[src/rtl/threshold_pkg.sv]
// Shared key codes and controller state encoding for the threshold entry path.
package threshold_pkg;

    localparam logic [3:0] KEY_SEL_LO = 4'hA;
    localparam logic [3:0] KEY_SEL_HI = 4'hB;
    localparam logic [3:0] KEY_BKSP   = 4'hC;
    localparam logic [3:0] KEY_ENTER  = 4'hD;
    localparam logic [3:0] KEY_CANCEL = 4'hE;
    localparam logic [3:0] KEY_NONE   = 4'hF;

    typedef enum logic [1:0] {
        ST_IDLE  = 2'd0,
        ST_ENTRY = 2'd1,
        ST_CHECK = 2'd2
    } state_t;

    function automatic logic is_digit(input logic [3:0] k);
        return (k <= 4'd9);
    endfunction

endpackage

[src/rtl/bcd_to_bin.sv]
// Combinational packed-BCD to binary converter (Horner form, most-significant digit first).
module bcd_to_bin #(
    parameter int DIGITS = 3,
    parameter int VAL_W  = 10
) (
    input  logic [4*DIGITS-1:0] bcd_i,
    output logic [VAL_W-1:0]    bin_o
);

    always_comb begin
        bin_o = '0;
        for (int i = DIGITS - 1; i >= 0; i--) begin
            bin_o = VAL_W'(bin_o * VAL_W'(10)) + VAL_W'(bcd_i[4*i +: 4]);
        end
    end

endmodule

[src/rtl/threshold_entry_ctrl.sv]
// Keypad-driven entry, range check and commit of the low/high water alarm thresholds.
//   state    | meaning
//   ST_IDLE  | waiting for A/B; last entry held for the display
//   ST_ENTRY | collecting digits, backspace/cancel/enter, inactivity timer running
//   ST_CHECK | one cycle: range-check the entry against the opposite threshold
module threshold_entry_ctrl
    import threshold_pkg::*;
#(
    parameter int DIGITS      = 3,
    parameter int VAL_W       = 10,
    parameter int TIMEOUT_CYC = 50000000,
    parameter int LOW_DEF     = 100,
    parameter int HIGH_DEF    = 800
) (
    input  logic                clk,
    input  logic                rst,
    input  logic [3:0]          key,
    input  logic                key_valid,
    output logic [VAL_W-1:0]    thr_low,
    output logic [VAL_W-1:0]    thr_high,
    output logic                editing,
    output logic                entry_target,
    output logic [4*DIGITS-1:0] entry_bcd,
    output logic [1:0]          entry_cnt,
    output logic                done,
    err,
    output logic                timeout
);

    localparam int TMO_W = (TIMEOUT_CYC > 2) ? $clog2(TIMEOUT_CYC) : 1;
    // Expiry fires on the edge where the idle count would reach TIMEOUT_CYC-1.
    localparam logic [TMO_W-1:0] TMO_LAST = TMO_W'(TIMEOUT_CYC - 2);

    state_t              state_q, state_d;
    logic                target_q, target_d;
    logic [4*DIGITS-1:0] bcd_q, bcd_d;
    logic [1:0]          cnt_q, cnt_d;
    logic [TMO_W-1:0]    tmo_q, tmo_d;
    logic [VAL_W-1:0]    thr_lo_q, thr_lo_d;
    logic [VAL_W-1:0]    thr_hi_q, thr_hi_d;
    logic                done_q, done_d;
    logic                err_q, err_d;
    logic                tmo_pls_q, tmo_pls_d;
    logic                res_q, res_d;
    logic                res_acc_q, res_acc_d;
    logic                res_tgt_q, res_tgt_d;
    logic [VAL_W-1:0]    res_val_q, res_val_d;
    logic [VAL_W-1:0]    value;

    bcd_to_bin #(
        .DIGITS (DIGITS),
        .VAL_W  (VAL_W)
    ) u_bcd_to_bin (
        .bcd_i (bcd_q),
        .bin_o (value)
    );

    always_comb begin
        state_d   = state_q;
        target_d  = target_q;
        bcd_d     = bcd_q;
        cnt_d     = cnt_q;
        tmo_d     = '0;
        thr_lo_d  = thr_lo_q;
        thr_hi_d  = thr_hi_q;
        done_d    = 1'b0;
        err_d     = 1'b0;
        tmo_pls_d = 1'b0;
        res_d     = 1'b0;
        res_acc_d = res_acc_q;
        res_tgt_d = res_tgt_q;
        res_val_d = res_val_q;

        // The check verdict is applied one cycle after CHECK so commit and pulses land together.
        if (res_q) begin
            if (res_acc_q) begin
                if (res_tgt_q) thr_hi_d = res_val_q;
                else           thr_lo_d = res_val_q;
                done_d = 1'b1;
            end else begin
                err_d = 1'b1;
            end
        end

        case (state_q)
            ST_IDLE: begin
                if (key_valid && (key == KEY_SEL_LO || key == KEY_SEL_HI)) begin
                    state_d  = ST_ENTRY;
                    target_d = (key == KEY_SEL_HI);
                    bcd_d    = '0;
                    cnt_d    = '0;
                end
            end
            ST_ENTRY: begin
                if (key_valid) begin
                    if (is_digit(key)) begin
                        if (cnt_q < 2'(DIGITS)) begin
                            bcd_d = {bcd_q[4*DIGITS-5:0], key};
                            cnt_d = cnt_q + 2'd1;
                        end
                    end else begin
                        case (key)
                            KEY_BKSP: begin
                                if (cnt_q != 2'd0) begin
                                    bcd_d = {4'h0, bcd_q[4*DIGITS-1:4]};
                                    cnt_d = cnt_q - 2'd1;
                                end
                            end
                            KEY_SEL_LO, KEY_SEL_HI: begin
                                target_d = (key == KEY_SEL_HI);
                                bcd_d    = '0;
                                cnt_d    = '0;
                            end
                            KEY_ENTER: begin
                                if (cnt_q == 2'd0) err_d   = 1'b1;
                                else               state_d = ST_CHECK;
                            end
                            KEY_CANCEL: state_d = ST_IDLE;
                            default: ;
                        endcase
                    end
                end else if (tmo_q == TMO_LAST) begin
                    state_d   = ST_IDLE;
                    tmo_pls_d = 1'b1;
                end else begin
                    tmo_d = tmo_q + 1'b1;
                end
            end
            ST_CHECK: begin
                res_d     = 1'b1;
                res_tgt_d = target_q;
                res_val_d = value;
                res_acc_d = target_q ? (value > thr_lo_q) : (value < thr_hi_q);
                state_d   = ST_IDLE;
            end
            default: state_d = ST_IDLE;
        endcase
    end

    always_ff @(posedge clk) begin
        if (rst) begin
            state_q   <= ST_IDLE;
            target_q  <= 1'b0;
            bcd_q     <= '0;
            cnt_q     <= '0;
            tmo_q     <= '0;
            thr_lo_q  <= VAL_W'(LOW_DEF);
            thr_hi_q  <= VAL_W'(HIGH_DEF);
            done_q    <= 1'b0;
            err_q     <= 1'b0;
            tmo_pls_q <= 1'b0;
            res_q     <= 1'b0;
            res_acc_q <= 1'b0;
            res_tgt_q <= 1'b0;
            res_val_q <= '0;
        end else begin
            state_q   <= state_d;
            target_q  <= target_d;
            bcd_q     <= bcd_d;
            cnt_q     <= cnt_d;
            tmo_q     <= tmo_d;
            thr_lo_q  <= thr_lo_d;
            thr_hi_q  <= thr_hi_d;
            done_q    <= done_d;
            err_q     <= err_d;
            tmo_pls_q <= tmo_pls_d;
            res_q     <= res_d;
            res_acc_q <= res_acc_d;
            res_tgt_q <= res_tgt_d;
            res_val_q <= res_val_d;
        end
    end

    assign thr_low      = thr_lo_q;
    assign thr_high     = thr_hi_q;
    assign editing      = (state_q != ST_IDLE) || res_q;
    assign entry_target = target_q;
    assign entry_bcd    = bcd_q;
    assign entry_cnt    = cnt_q;
    assign done         = done_q;
    assign err          = err_q;
    assign timeout      = tmo_pls_q;

endmodule
[config.mk]
export PLATFORM = sky130hd
export DESIGN_NAME = threshold_entry_ctrl
export DESIGN_NICKNAME = d
export VERILOG_FILES = /design/src/rtl/threshold_pkg.sv /design/src/rtl/bcd_to_bin.sv /design/src/rtl/threshold_entry_ctrl.sv
export SDC_FILE = /design/constraint.sdc
export NUM_CORES = 1
export LEC_CHECK = 0
export CAP_MARGIN = 25
export CELL_PAD_IN_SITES_DETAIL_PLACEMENT = 0
export CELL_PAD_IN_SITES_GLOBAL_PLACEMENT = 1
export CORE_UTILIZATION = 46
export CTS_CLUSTER_SIZE = 28
export DETAILED_ROUTE_END_ITERATION = 8
export GPL_TIMING_DRIVEN = 0
export HOLD_SLACK_MARGIN = 0.05
export PLACE_DENSITY_LB_ADDON = 0.1
export SYNTH_ARGS = -nofsm -noshare
export SYNTH_HDL_FRONTEND = slang
export SYNTH_SLANG_ARGS = --single-unit
[constraint.sdc]
create_clock -name clk -period 7.4 [get_ports clk]
set_input_delay 1.48 -clock clk [delete_from_list [all_inputs] [get_ports clk]]
set_output_delay 1.48 -clock clk [all_outputs]
set_load 0.005 [all_outputs]
---- After elaboration in Yosys (flattened, before gate mapping) ----
Cells that the tools add are included.
word-level totals
  register bits after elaboration ......... 79
  input port bits ......................... 7
  output and inout port bits .............. 39
  logic and storage cells ................. 101
operators by class
  $add $sub $neg .......................... 5
  multipliers ............................. 2
  $lt $le $gt $ge ......................... 4
  equal/unequal tests ..................... 19
  multiplexer cells ....................... 37
  bitwise operators ....................... 3
  reduce and logical (&&, ||, !) cells .... 17
operator list
  kind                                                                 number
  12-bit two-way mux                                                   5
  12-bit case mux with 2 select lines                                  2
  26-bit by 1-bit adder with 26-bit output, second input constant      1
  26-bit equality test, second input constant                          1
  10-bit by 4-bit adder with 10-bit output                             2
  4-bit equality test, second input constant                           5
  2-bit two-way mux                                                    10
  2-bit case mux with 2 select lines                                   4
  1-bit two-way mux                                                    15
  10-bit greater-than comparator                                       1
  10-bit less-than comparator                                          1
  10-bit by 3-bit multiplier with 9-bit output, second input constant  1
  5-bit AND reduction                                                  2
  3-bit != test, second input constant                                 3
  4-bit by 2-bit != test with 1-bit output, second input constant      2
  4-bit != test, second input constant                                 2
  4-bit by 3-bit multiplier with 7-bit output, second input constant   1
  2-bit != test, second input constant                                 3
  3-bit AND reduction                                                  2
  6-bit AND reduction                                                  1
  2-bit nonzero test                                                   3
  4-bit <= comparator, second input constant                           1
  2-bit logical NOT                                                    2
  2-bit OR reduction                                                   2
  other kinds (12)                                                     15

---- Longest topological paths before layout ----
Gate-level depths: netlist of run 1.
  word-level depth ........................ 7
  gate-level depth with buffers ........... 21
  mapped depth without buffers ............ 21

---- Modules after synthesis ----
A second synthesis of run 1 with hierarchy kept.
unflattened totals
  cell total of the unflattened synthesis .. 543
  area, all modules ....................... 4441.8 um^2
by module, submodules not included
  module                times used  cells each  area an instance (um^2)  seq. area each (um^2)
  threshold_entry_ctrl  1           460         3696.0                   1581.5
  bcd_to_bin            1           83          745.7                    0.0

---- Least setup slack after synthesis of run 1 ----
OpenSTA, ideal clock, no wires.
  kind .................................... register to register
  start ................................... register bcd_q[9], in the netlist entry_bcd[9]
  end ..................................... register res_acc_q
  arrival ................................. 4.536 ns
  setup slack ............................. 2.742 ns
  stages on the path, launching flop included .. 22
  buffers on the path ..................... 0
  period minus slack after synthesis ...... 4.658 ns
  cell sequence ........................... dfxtp_1 ha_1 ha_1 fa_1 nand2_1 nor2_1 xor2_1 xnor2_1 ha_1 ha_1 nor2_1 a21oi_1 xor2_1 nand3_1 xor2_1 xnor3_1 ha_1 nand4_1 nor3_1 a21oi_1 and4_1 a221o_1
between the ends
  word-level cells in the longest chain between the ends .. 6
  elaborated cells on any way between the ends .. 7
  those cells by class .................... 2 x add/sub; 2 x mul; 2 x order compare; 1 x mux
RTL lines
  element                                                                        RTL line                     source
  from (decl)                                                                    threshold_entry_ctrl.sv:36   logic [4*DIGITS-1:0] bcd_q, bcd_d;
  from (signal assigned)                                                         threshold_entry_ctrl.sv:144  bcd_q <= '0;
  from (signal assigned)                                                         threshold_entry_ctrl.sv:159  bcd_q <= bcd_d;
  4-bit by 3-bit multiplier with 7-bit output *                                  bcd_to_bin.sv:13             bin_o = VAL_W'(bin_o * VAL_W'(10)) + VAL_W'(bcd_i[4*i +: 4]);
  10-bit by 4-bit adder with 10-bit output *                                     bcd_to_bin.sv:13
  10-bit by 3-bit multiplier with 9-bit output *                                 bcd_to_bin.sv:13
  10-bit by 4-bit adder with 10-bit output *                                     bcd_to_bin.sv:13
  net u_bcd_to_bin.bin_o[9]                                                      bcd_to_bin.sv:7              output logic [VAL_W-1:0] bin_o
  10-bit less-than comparator or 10-bit greater-than comparator (tied branches)  threshold_entry_ctrl.sv:133  res_acc_d = target_q ? (value > thr_lo_q) : (value < thr_hi_q);
  1-bit two-way mux *                                                            threshold_entry_ctrl.sv:133
  to (signal assigned)                                                           threshold_entry_ctrl.sv:168  res_acc_q <= res_acc_d;
  to (decl)                                                                      threshold_entry_ctrl.sv:45   logic res_acc_q, res_acc_d;
Mark *: on every way through the listed nets, which the timed path passes. The rest lies on a longest branch.
A chain may end at the register's enable or synchronous reset.

---- Worst setup path after layout of run 1 ----
Same ends and word-level chain as after synthesis.

==> impl_metrics.prom, run 1 <==
# TYPE chip_impl_metric gauge
chip_impl_info{name="cts-root-buf",value="clkbuf_8"} 1
chip_impl_metric{name="dp_worst_setup_slack",unit="ps"} 2290
chip_impl_metric{name="fmaxAchievable",unit="GHz"} 0.196
chip_impl_metric{name="num_antenna_cells",unit=""} 0
chip_impl_metric{name="ctsHtreeMaxLevel",unit=""} 3
chip_impl_metric{name="yosys_warnings",unit=""} 0
chip_impl_info{name="worst_path_most_repeated_cell",value="ha_1"} 1
chip_impl_metric{name="vias_per_cell",unit=""} 5.26
chip_impl_metric{name="synth-xor-area-share",unit="%"} 8.26
chip_impl_metric{name="final.hold.worst_slack",unit="ps"} 470
chip_impl_metric{name="layout.nets",unit=""} 639
chip_impl_info{name="cp-end-kind",value="flop"} 1
chip_impl_metric{name="area_growth_syn_to_layout",unit="%"} 18.1
chip_impl_metric{name="grt_start_max_net_pins",unit=""} 14
chip_impl_metric{name="clk_pin_slew_worst_paths",unit="ps"} 80
chip_impl_info{name="ys_top_cells_by_area",value="dfxtp_1 36%, ha_1 12%, nand2_1 5.9%"} 1
chip_impl_metric{name="grt_antenna_before_repair",unit=""} 0
chip_impl_metric{name="post_route_cells_drive_above_1_share",unit="%"} 5.26
chip_impl_info{name="worstPathCellList",value="ha_1 > ha_1 > fa_1 > nand2_1 > nor2_1 > xor2_1 > xnor2_1 > ha_1 > ha_1 > nor2_1 > a21oi_1 > xor2_1 > nand3_1 > xor2_1 > xnor3_1 > ha_1 > nand4_1 > nor3_1 > a21oi_1 > and4_1 > a221o_1"} 1
chip_impl_metric{name="drt-pass1-iter-count",unit=""} 4
chip_impl_info{name="critPathKind",value="flop to flop"} 1
chip_impl_info{name="status",value="finished clean"} 1
chip_impl_metric{name="clock_sink_count",unit=""} 79
chip_impl_metric{name="cts_resized",unit=""} 0
chip_impl_metric{name="layout_worst_path_cycle_share",unit="%"} 69.1
chip_impl_info{name="worst_path_dominant_cell_family",value="adder cells"} 1
chip_impl_metric{name="ioPinCount",unit=""} 46
chip_impl_metric{name="power_per_cell_area",unit="nW/um^2"} 155
chip_impl_metric{name="async_flop_share",unit="%"} 0
chip_impl_metric{name="cts_hold_buffers",unit=""} 0
chip_impl_metric{name="initial_utilization",unit="%"} 47.5
chip_impl_info{name="hp-class",value="flop to flop"} 1
chip_impl_metric{name="cp.required",unit="ps"} 7650
chip_impl_metric{name="groute.usage.overall",unit="%"} 22.2
chip_impl_metric{name="std_cell_rows",unit=""} 35
chip_impl_metric{name="utilization",unit="%"} 56.1
chip_impl_metric{name="antenna_violating_nets_post_route",unit=""} 0
chip_impl_metric{name="finalWorstSetupSlack",unit="ps"} 2290
chip_impl_metric{name="grt_first_pass_wirelength",unit="um"} 17100
chip_impl_info{name="cts_tree",value="done"} 1
chip_impl_metric{name="clock_latency",unit="ps"} 360
chip_impl_metric{name="synth_simple_gate_area_share",unit="%"} 22.4
chip_impl_info{name="synth_top_family_by_area",value="simple AND/OR/NAND/NOR gates"} 1
chip_impl_metric{name="core_area",unit="um^2"} 9280
chip_impl_metric{name="finalSetupViolCount",unit=""} 0
chip_impl_metric{name="routed_wire_length_per_instance",unit="um"} 14.7
chip_impl_metric{name="portBuffers",unit=""} 44
chip_impl_metric{name="max-clock-path-buffers",unit=""} 2
chip_impl_metric{name="synthDominantCellAreaShare",unit="%"} 35.9
chip_impl_metric{name="globalRouteOverflowTotal",unit=""} 0
chip_impl_metric{name="synth.cell_area",unit="um^2"} 4410
chip_impl_metric{name="total_power",unit="uW"} 809
chip_impl_info{name="netlist.top_cell.by_area",value="dfxtp_1"} 1
chip_impl_info{name="setup_repair_after_global_routing_missed_its_margin",value="false"} 1
chip_impl_info{name="crit_slowest_cell",value="fa_1"} 1
chip_impl_metric{name="design_area",unit="um^2"} 5210
chip_impl_metric{name="post_cts_buffers",unit=""} 0
chip_impl_metric{name="worst-path-buf-inv",unit=""} 0
chip_impl_metric{name="hpwl",unit="um"} 7940
chip_impl_metric{name="cpPeakStageDelay",unit="ps"} 540
chip_impl_metric{name="worst_clock_skew",unit="ps"} 7.64
chip_impl_metric{name="drv_cap",unit=""} 0
chip_impl_metric{name="drc",unit=""} 0
chip_impl_metric{name="total_routed_wirelength",unit="um"} 10600
chip_impl_metric{name="syn_avg_cell_area",unit="um^2"} 8.34
chip_impl_metric{name="max_slew.worst_pin.slew",unit="ps"} 671
chip_impl_metric{name="headroom_to_the_max_slew_limit",unit="%"} 55.3
chip_impl_metric{name="cts_inserted_buffers",unit=""} 9
chip_impl_metric{name="syn-instance-count",unit=""} 529
chip_impl_metric{name="synth_nets",unit=""} 584
chip_impl_metric{name="number_of_synthesized_register_bits",unit=""} 79
chip_impl_metric{name="cp_data_arrival_time",unit="ps"} 5360
chip_impl_metric{name="die_w",unit="um"} 99.9
chip_impl_info{name="primary_ff_master_synth",value="dfxtp_1"} 1
chip_impl_metric{name="synth_compound_area_share",unit="%"} 13.1
chip_impl_metric{name="tns",unit="ps"} 0
chip_impl_metric{name="ir_drop",unit="V"} 0.0000776
chip_impl_metric{name="yosys.area_share.adder",unit="%"} 14.3
chip_impl_metric{name="die_h",unit="um"} 99.9
chip_impl_metric{name="fp.dieArea",unit="um^2"} 9980
chip_impl_metric{name="drv_slew",unit=""} 0
chip_impl_metric{name="layoutNonFillerInstCount",unit=""} 718
chip_impl_metric{name="place.gp.congestion",unit=""} 0.810
chip_impl_metric{name="via_count",unit=""} 3779
chip_impl_metric{name="yosysSeqAreaShare",unit="%"} 35.9
chip_impl_metric{name="postPlaceCellArea",unit="um^2"} 5010
chip_impl_metric{name="synth.area.mux_share",unit="%"} 1.16
chip_impl_metric{name="initialDrtViolationCount",unit=""} 140
chip_impl_metric{name="hold_viol_final",unit=""} 0
chip_impl_metric{name="synth_edf_count",unit=""} 0
chip_impl_metric{name="dpl.cell_count",unit=""} 702
chip_impl_metric{name="period_minus_slack",unit="ps"} 5110
chip_impl_metric{name="crit_path_max_fanout",unit=""} 6
chip_impl_info{name="worst_setup_path_start_kind",value="flop"} 1
chip_impl_metric{name="ys_types",unit=""} 51
chip_impl_metric{name="power.leakage",unit="nW"} 2.03
chip_impl_metric{name="vias_in_the_first_global_route",unit=""} 3513
## flip-flops by register name, indices dropped and copies added (netlist names)
register,count
res_acc_q,1
entry_bcd,12
res_val_q,10
done,1
thr_low,10
entry_cnt,2
entry_target,1
tmo_q,26
timeout,1
err,1
state_q,2
thr_high,10
res_tgt_q,1
res_q,1
## tightest hold or removal path, stage by stage, from the launching register on
cell	delay, ps
dfxtp_1	320
nand2_1	50
a21oi_1	50
## cells in the mapped netlist (5+ instances only)
library cell	instances
o21ai_0	7
nor2_1	68
nand4_1	8
nor3_1	12
inv_1	36
a211oi_1	5
a211o_1	7
nand2_1	69
a221oi_1	5
ha_1	44
nand3_1	20
nand2b_1	8
dfxtp_1	79
nor2b_1	5
a21oi_1	41
xnor2_1	17
xor2_1	22
clkbuf_1	10
a21o_1	7
## path summary, 6_finish.rpt
path	from	slack, ps	to	cells past startpoint
max	entry_bcd[9]$_SDFFE_PP0P_	2290	res_acc_q$_SDFFE_PP0P_	21
min	thr_low[8]$_SDFFE_PP0P_	470	thr_low[8]$_SDFFE_PP0P_	2
max reg2reg	entry_bcd[9]$_SDFFE_PP0P_	2290	res_acc_q$_SDFFE_PP0P_	21
min reg2reg	thr_low[8]$_SDFFE_PP0P_	470	thr_low[8]$_SDFFE_PP0P_	2
## layout make-up
type                            instances  area (um^2)
Sequential cell                        79         1580
Timing Repair Buffer                   44          440
Multi-Input combinational cell        397         2610
Tap cell                              129          161
Clock inverter                          6         60.1
Clock buffer                           10          138
Inverter                               36          135
Fill cell                             917         4070
Buffer                                 17         80.1
## kinds of logic (layout without fill, tap and decap cells)
logic type	after synthesis	count (layout)
xor gates and xnor gates	40	40
DFF	79	79
muxes	5	5
and+or+nand+nor	215	215
AOI/OAI and AO/OA	89	89
buffers and inverters	53	113
adders and majority gates	48	48
## power breakdown
group	switching (mW)	internal (mW)	leakage (nW)	total [mW]
Clock	0.163	0.163	0.0981	0.327
Combinational	0.0308	0.0214	1.30	0.0522
Sequential	0.00376	0.427	0.637	0.431
## metal layers
metal / GRT usage [%] / share of wire [%]
met5: 0 / 0
met2: 37.6 / 49
met4: 8.37 / 2.0
met1: 28.3 / 46
met3: 3.62 / 2.7
## cell usage in the layout, fill, tap and decap left out, types with 8 or more instances in the layout
cell type and count:
a21oi_1 41, xor2_1 22, ha_1 44, clkdlybuf4s50_1 44, clkbuf_8 10, clkbuf_1 10, inv_1 36, nand2b_1 8
dfxtp_1 79, nor3_1 12, nor2_1 68, nand4_1 8, nand2_1 69, xnor2_1 17, nand3_1 20
(Power assumes the default switching activity.)
==> run 2: changes to the inputs <==
CORE_UTILIZATION = 39   (was 46)
clock period = 4.7 ns   (was 7.4 ns; I/O delays follow)
==> run 2 against run 1 <==
Effect of this change: highest routed layer unchanged; combinational power is 57% higher; clock skew shrank 1.6 ps; first-iteration DRC count is 26% higher; maximum frequency increased by 12%; total power increased by 84%; sequential share of layout area is 1.5 points lower; largest cell class unchanged; cell count up 3.3%.
==> impl_metrics.prom, run 2 (synthesized netlist as in run 1, its figures left out) <==
# TYPE chip_impl_metric gauge
chip_impl_info{name="status",value="finished clean"} 1
chip_impl_metric{name="fmaxAchievable",unit="GHz"} 0.219
chip_impl_metric{name="utilization",unit="%"} 50.4
chip_impl_metric{name="total_routed_wirelength",unit="um"} 11000
chip_impl_metric{name="layout_worst_path_cycle_share",unit="%"} 97.1
chip_impl_metric{name="ctsHtreeMaxLevel",unit=""} 3
chip_impl_metric{name="power_per_cell_area",unit="nW/um^2"} 270
chip_impl_metric{name="vias_per_cell",unit=""} 5.06
chip_impl_metric{name="via_count",unit=""} 3757
chip_impl_metric{name="initialDrtViolationCount",unit=""} 177
chip_impl_metric{name="headroom_to_the_max_slew_limit",unit="%"} 53.1
chip_impl_info{name="worst_setup_path_start_kind",value="flop"} 1
chip_impl_metric{name="drt-pass1-iter-count",unit=""} 4
chip_impl_metric{name="area.sequential",unit="um^2"} 1590
chip_impl_metric{name="post_route_cells_drive_above_1_share",unit="%"} 9.47
chip_impl_metric{name="cts_hold_buffers",unit=""} 0
chip_impl_metric{name="groute.usage.overall",unit="%"} 20.6
chip_impl_info{name="layout.cells.most_common_list",value="75 x dfxtp_1, 69 x nand2_1, 66 x nor2_1, 44 x clkdlybuf4s50_1, 40 x a21oi_1"} 1
chip_impl_metric{name="total_power",unit="mW"} 1.49
chip_impl_metric{name="portBuffers",unit=""} 44
chip_impl_metric{name="finalSetupViolCount",unit=""} 0
chip_impl_metric{name="power.internal",unit="mW"} 1.16
chip_impl_metric{name="clk_pin_slew_worst_paths",unit="ps"} 60
chip_impl_metric{name="initial_utilization",unit="%"} 40.3
chip_impl_metric{name="power.leakage",unit="nW"} 2.15
chip_impl_metric{name="worst_clock_skew",unit="ps"} 6.00
chip_impl_metric{name="clock_sink_count",unit=""} 79
chip_impl_metric{name="place.gp.congestion",unit=""} 0.814
chip_impl_metric{name="fill_cells",unit=""} 1067
chip_impl_metric{name="final.hold.worst_slack",unit="ps"} 470
chip_impl_metric{name="p_switching",unit="uW"} 332
chip_impl_metric{name="grt_antenna_before_repair",unit=""} 0
chip_impl_metric{name="clock_latency",unit="ps"} 340
chip_impl_metric{name="globalRouteOverflowTotal",unit=""} 0
chip_impl_metric{name="max-clock-path-buffers",unit=""} 2
chip_impl_info{name="hp-class",value="flop to flop"} 1
chip_impl_metric{name="power_frac_comb",unit="%"} 5.5
chip_impl_metric{name="postPlaceCellArea",unit="um^2"} 5030
chip_impl_metric{name="ir_drop",unit="V"} 0.000167
chip_impl_metric{name="cts_inserted_buffers",unit=""} 9
chip_impl_metric{name="power.share.clock",unit="%"} 49.0
chip_impl_info{name="critPathKind",value="flop to flop"} 1
chip_impl_info{name="max_flop_register",value="tmo_q"} 1
chip_impl_metric{name="vias_in_the_first_global_route",unit=""} 3548
chip_impl_metric{name="core_area",unit="um^2"} 10900
chip_impl_info{name="cts-root-buf",value="clkbuf_16"} 1
chip_impl_metric{name="routed_wire_length_per_instance",unit="um"} 14.9
chip_impl_metric{name="cp_data_arrival_time",unit="ps"} 4800
chip_impl_info{name="mostFrequentLayoutCell",value="dfxtp_1"} 1
chip_impl_metric{name="drv_cap",unit=""} 0
chip_impl_metric{name="layout.nets",unit=""} 652
chip_impl_info{name="setup_repair_after_global_routing_missed_its_margin",value="true"} 1
chip_impl_metric{name="ff2ff_path_depth",unit=""} 21
chip_impl_metric{name="crit_path_max_fanout",unit=""} 3
chip_impl_metric{name="num_antenna_cells",unit=""} 0
chip_impl_metric{name="seq_power_share",unit="%"} 45.5
chip_impl_info{name="cts_tree",value="done"} 1
chip_impl_metric{name="grt_start_max_net_pins",unit=""} 13
chip_impl_metric{name="ioPinCount",unit=""} 46
chip_impl_metric{name="design_area",unit="um^2"} 5510
chip_impl_metric{name="grt_first_pass_wirelength",unit="um"} 18000
chip_impl_metric{name="die_h",unit="um"} 108
chip_impl_metric{name="drc",unit=""} 0
chip_impl_metric{name="area_growth_syn_to_layout",unit="%"} 25.0
chip_impl_metric{name="die_w",unit="um"} 108
chip_impl_metric{name="std_cell_rows",unit=""} 38
chip_impl_metric{name="cp.required",unit="ps"} 4940
chip_impl_metric{name="period_minus_slack",unit="ps"} 4560
chip_impl_metric{name="multi_input_area",unit="um^2"} 2680
chip_impl_metric{name="hold_viol_final",unit=""} 0
chip_impl_metric{name="antenna_violating_nets_post_route",unit=""} 0
chip_impl_metric{name="hpwl",unit="um"} 8080
chip_impl_metric{name="max_slew.worst_pin.slew",unit="ps"} 703
chip_impl_info{name="cp-end-kind",value="flop"} 1
chip_impl_metric{name="p_sw_share",unit="%"} 22.2
chip_impl_metric{name="largest_register_ff_count",unit=""} 26
chip_impl_metric{name="worst_hold_path.num_cells",unit=""} 2
chip_impl_metric{name="drv_slew",unit=""} 0
chip_impl_metric{name="fp.dieArea",unit="um^2"} 11700
## run 2: changes by cell type in the layout (fill, tap and decap cells not counted), moves of 4 or more
cell,change
clkbuf_16,+9
clkbuf_8,-7
dfxtp_1,-4
ha_1,-5
buf_4,+13
ha_4,+4
## run 2: repair_timing
action	in CTS	in global routing
setup buffers	7	6
gates resized for setup	8	9
setup endpoints to repair	1	1
pin swaps	9	13
## run 2: final timing paths
path                         endpoint  slack (ps)                  startpoint
min          thr_high[7]$_SDFFE_PP0P_         470   res_val_q[7]$_SDFFE_PP0P_
max            res_acc_q$_SDFFE_PP0P_         140  entry_bcd[11]$_SDFFE_PP0P_
min reg2reg  thr_high[7]$_SDFFE_PP0P_         470   res_val_q[7]$_SDFFE_PP0P_
max reg2reg    res_acc_q$_SDFFE_PP0P_         140  entry_bcd[11]$_SDFFE_PP0P_
## run 2: worst max-delay path: stages, from the launching register on
cell and delay (ps):
dfxtp_4 360, ha_4 250, ha_4 160, fa_1 500, nand2_1 60, nor2_2 120
xor2_1 220, xnor2_1 160, ha_1 280, ha_4 290, nor2_2 40, a21oi_2 110
xor2_1 210, nand3_1 120, xor2_1 160, xnor3_2 320, ha_4 290, nand4_1 120
nor3_2 200, a21oi_1 60, and4_1 180, a221o_1 250
## run 2: cell type report
| cell class | instances | share of cell area [%] |
|---|---|---|
| multi-input cells | 397 | 48.6 |
| flip-flops and latches | 79 | 28.9 |
| repair buffers | 57 | 9.76 |
| clock buffers | 13 | 4.90 |
| well taps | 140 | 3.18 |
| inverters | 36 | 2.45 |
| plain buffers | 17 | 1.45 |
| clock inverters | 3 | 0.726 |
## run 2: power by group through the flow
stage | combinational (mW) | sequential [mW] | clock [mW]
after global routing | 0.0924 | 0.678 | 0.782
after CTS | 0.0822 | 0.678 | 0.749
final | 0.0817 | 0.678 | 0.731
after floorplan | 0.0515 | 0.692 | 0
after global placement | 0.0812 | 0.694 | 0
after detailed placement | 0.0815 | 0.694 | 0
## run 2: layer usage
| layer | GRT usage [%] | wire length [um] | share of wire [%] |
|---|---|---|---|
| met5 | 0 | 0 | 0 |
| met4 | 9.94 | 214 | 1.9 |
| met3 | 3.32 | 397 | 3.6 |
| met2 | 33.8 | 5260 | 48 |
| met1 | 26.3 | 5170 | 47 |
## run 2: per-stage QoR
step                TNS [ps]  setup WS [ps]  cells
floorplan                  0           42.2    529
global placement        -381           -381    713
detailed placement      -390           -390    713
CTS                        0           2.05    736
global route            -133           -133    742
finish                     0            136    742
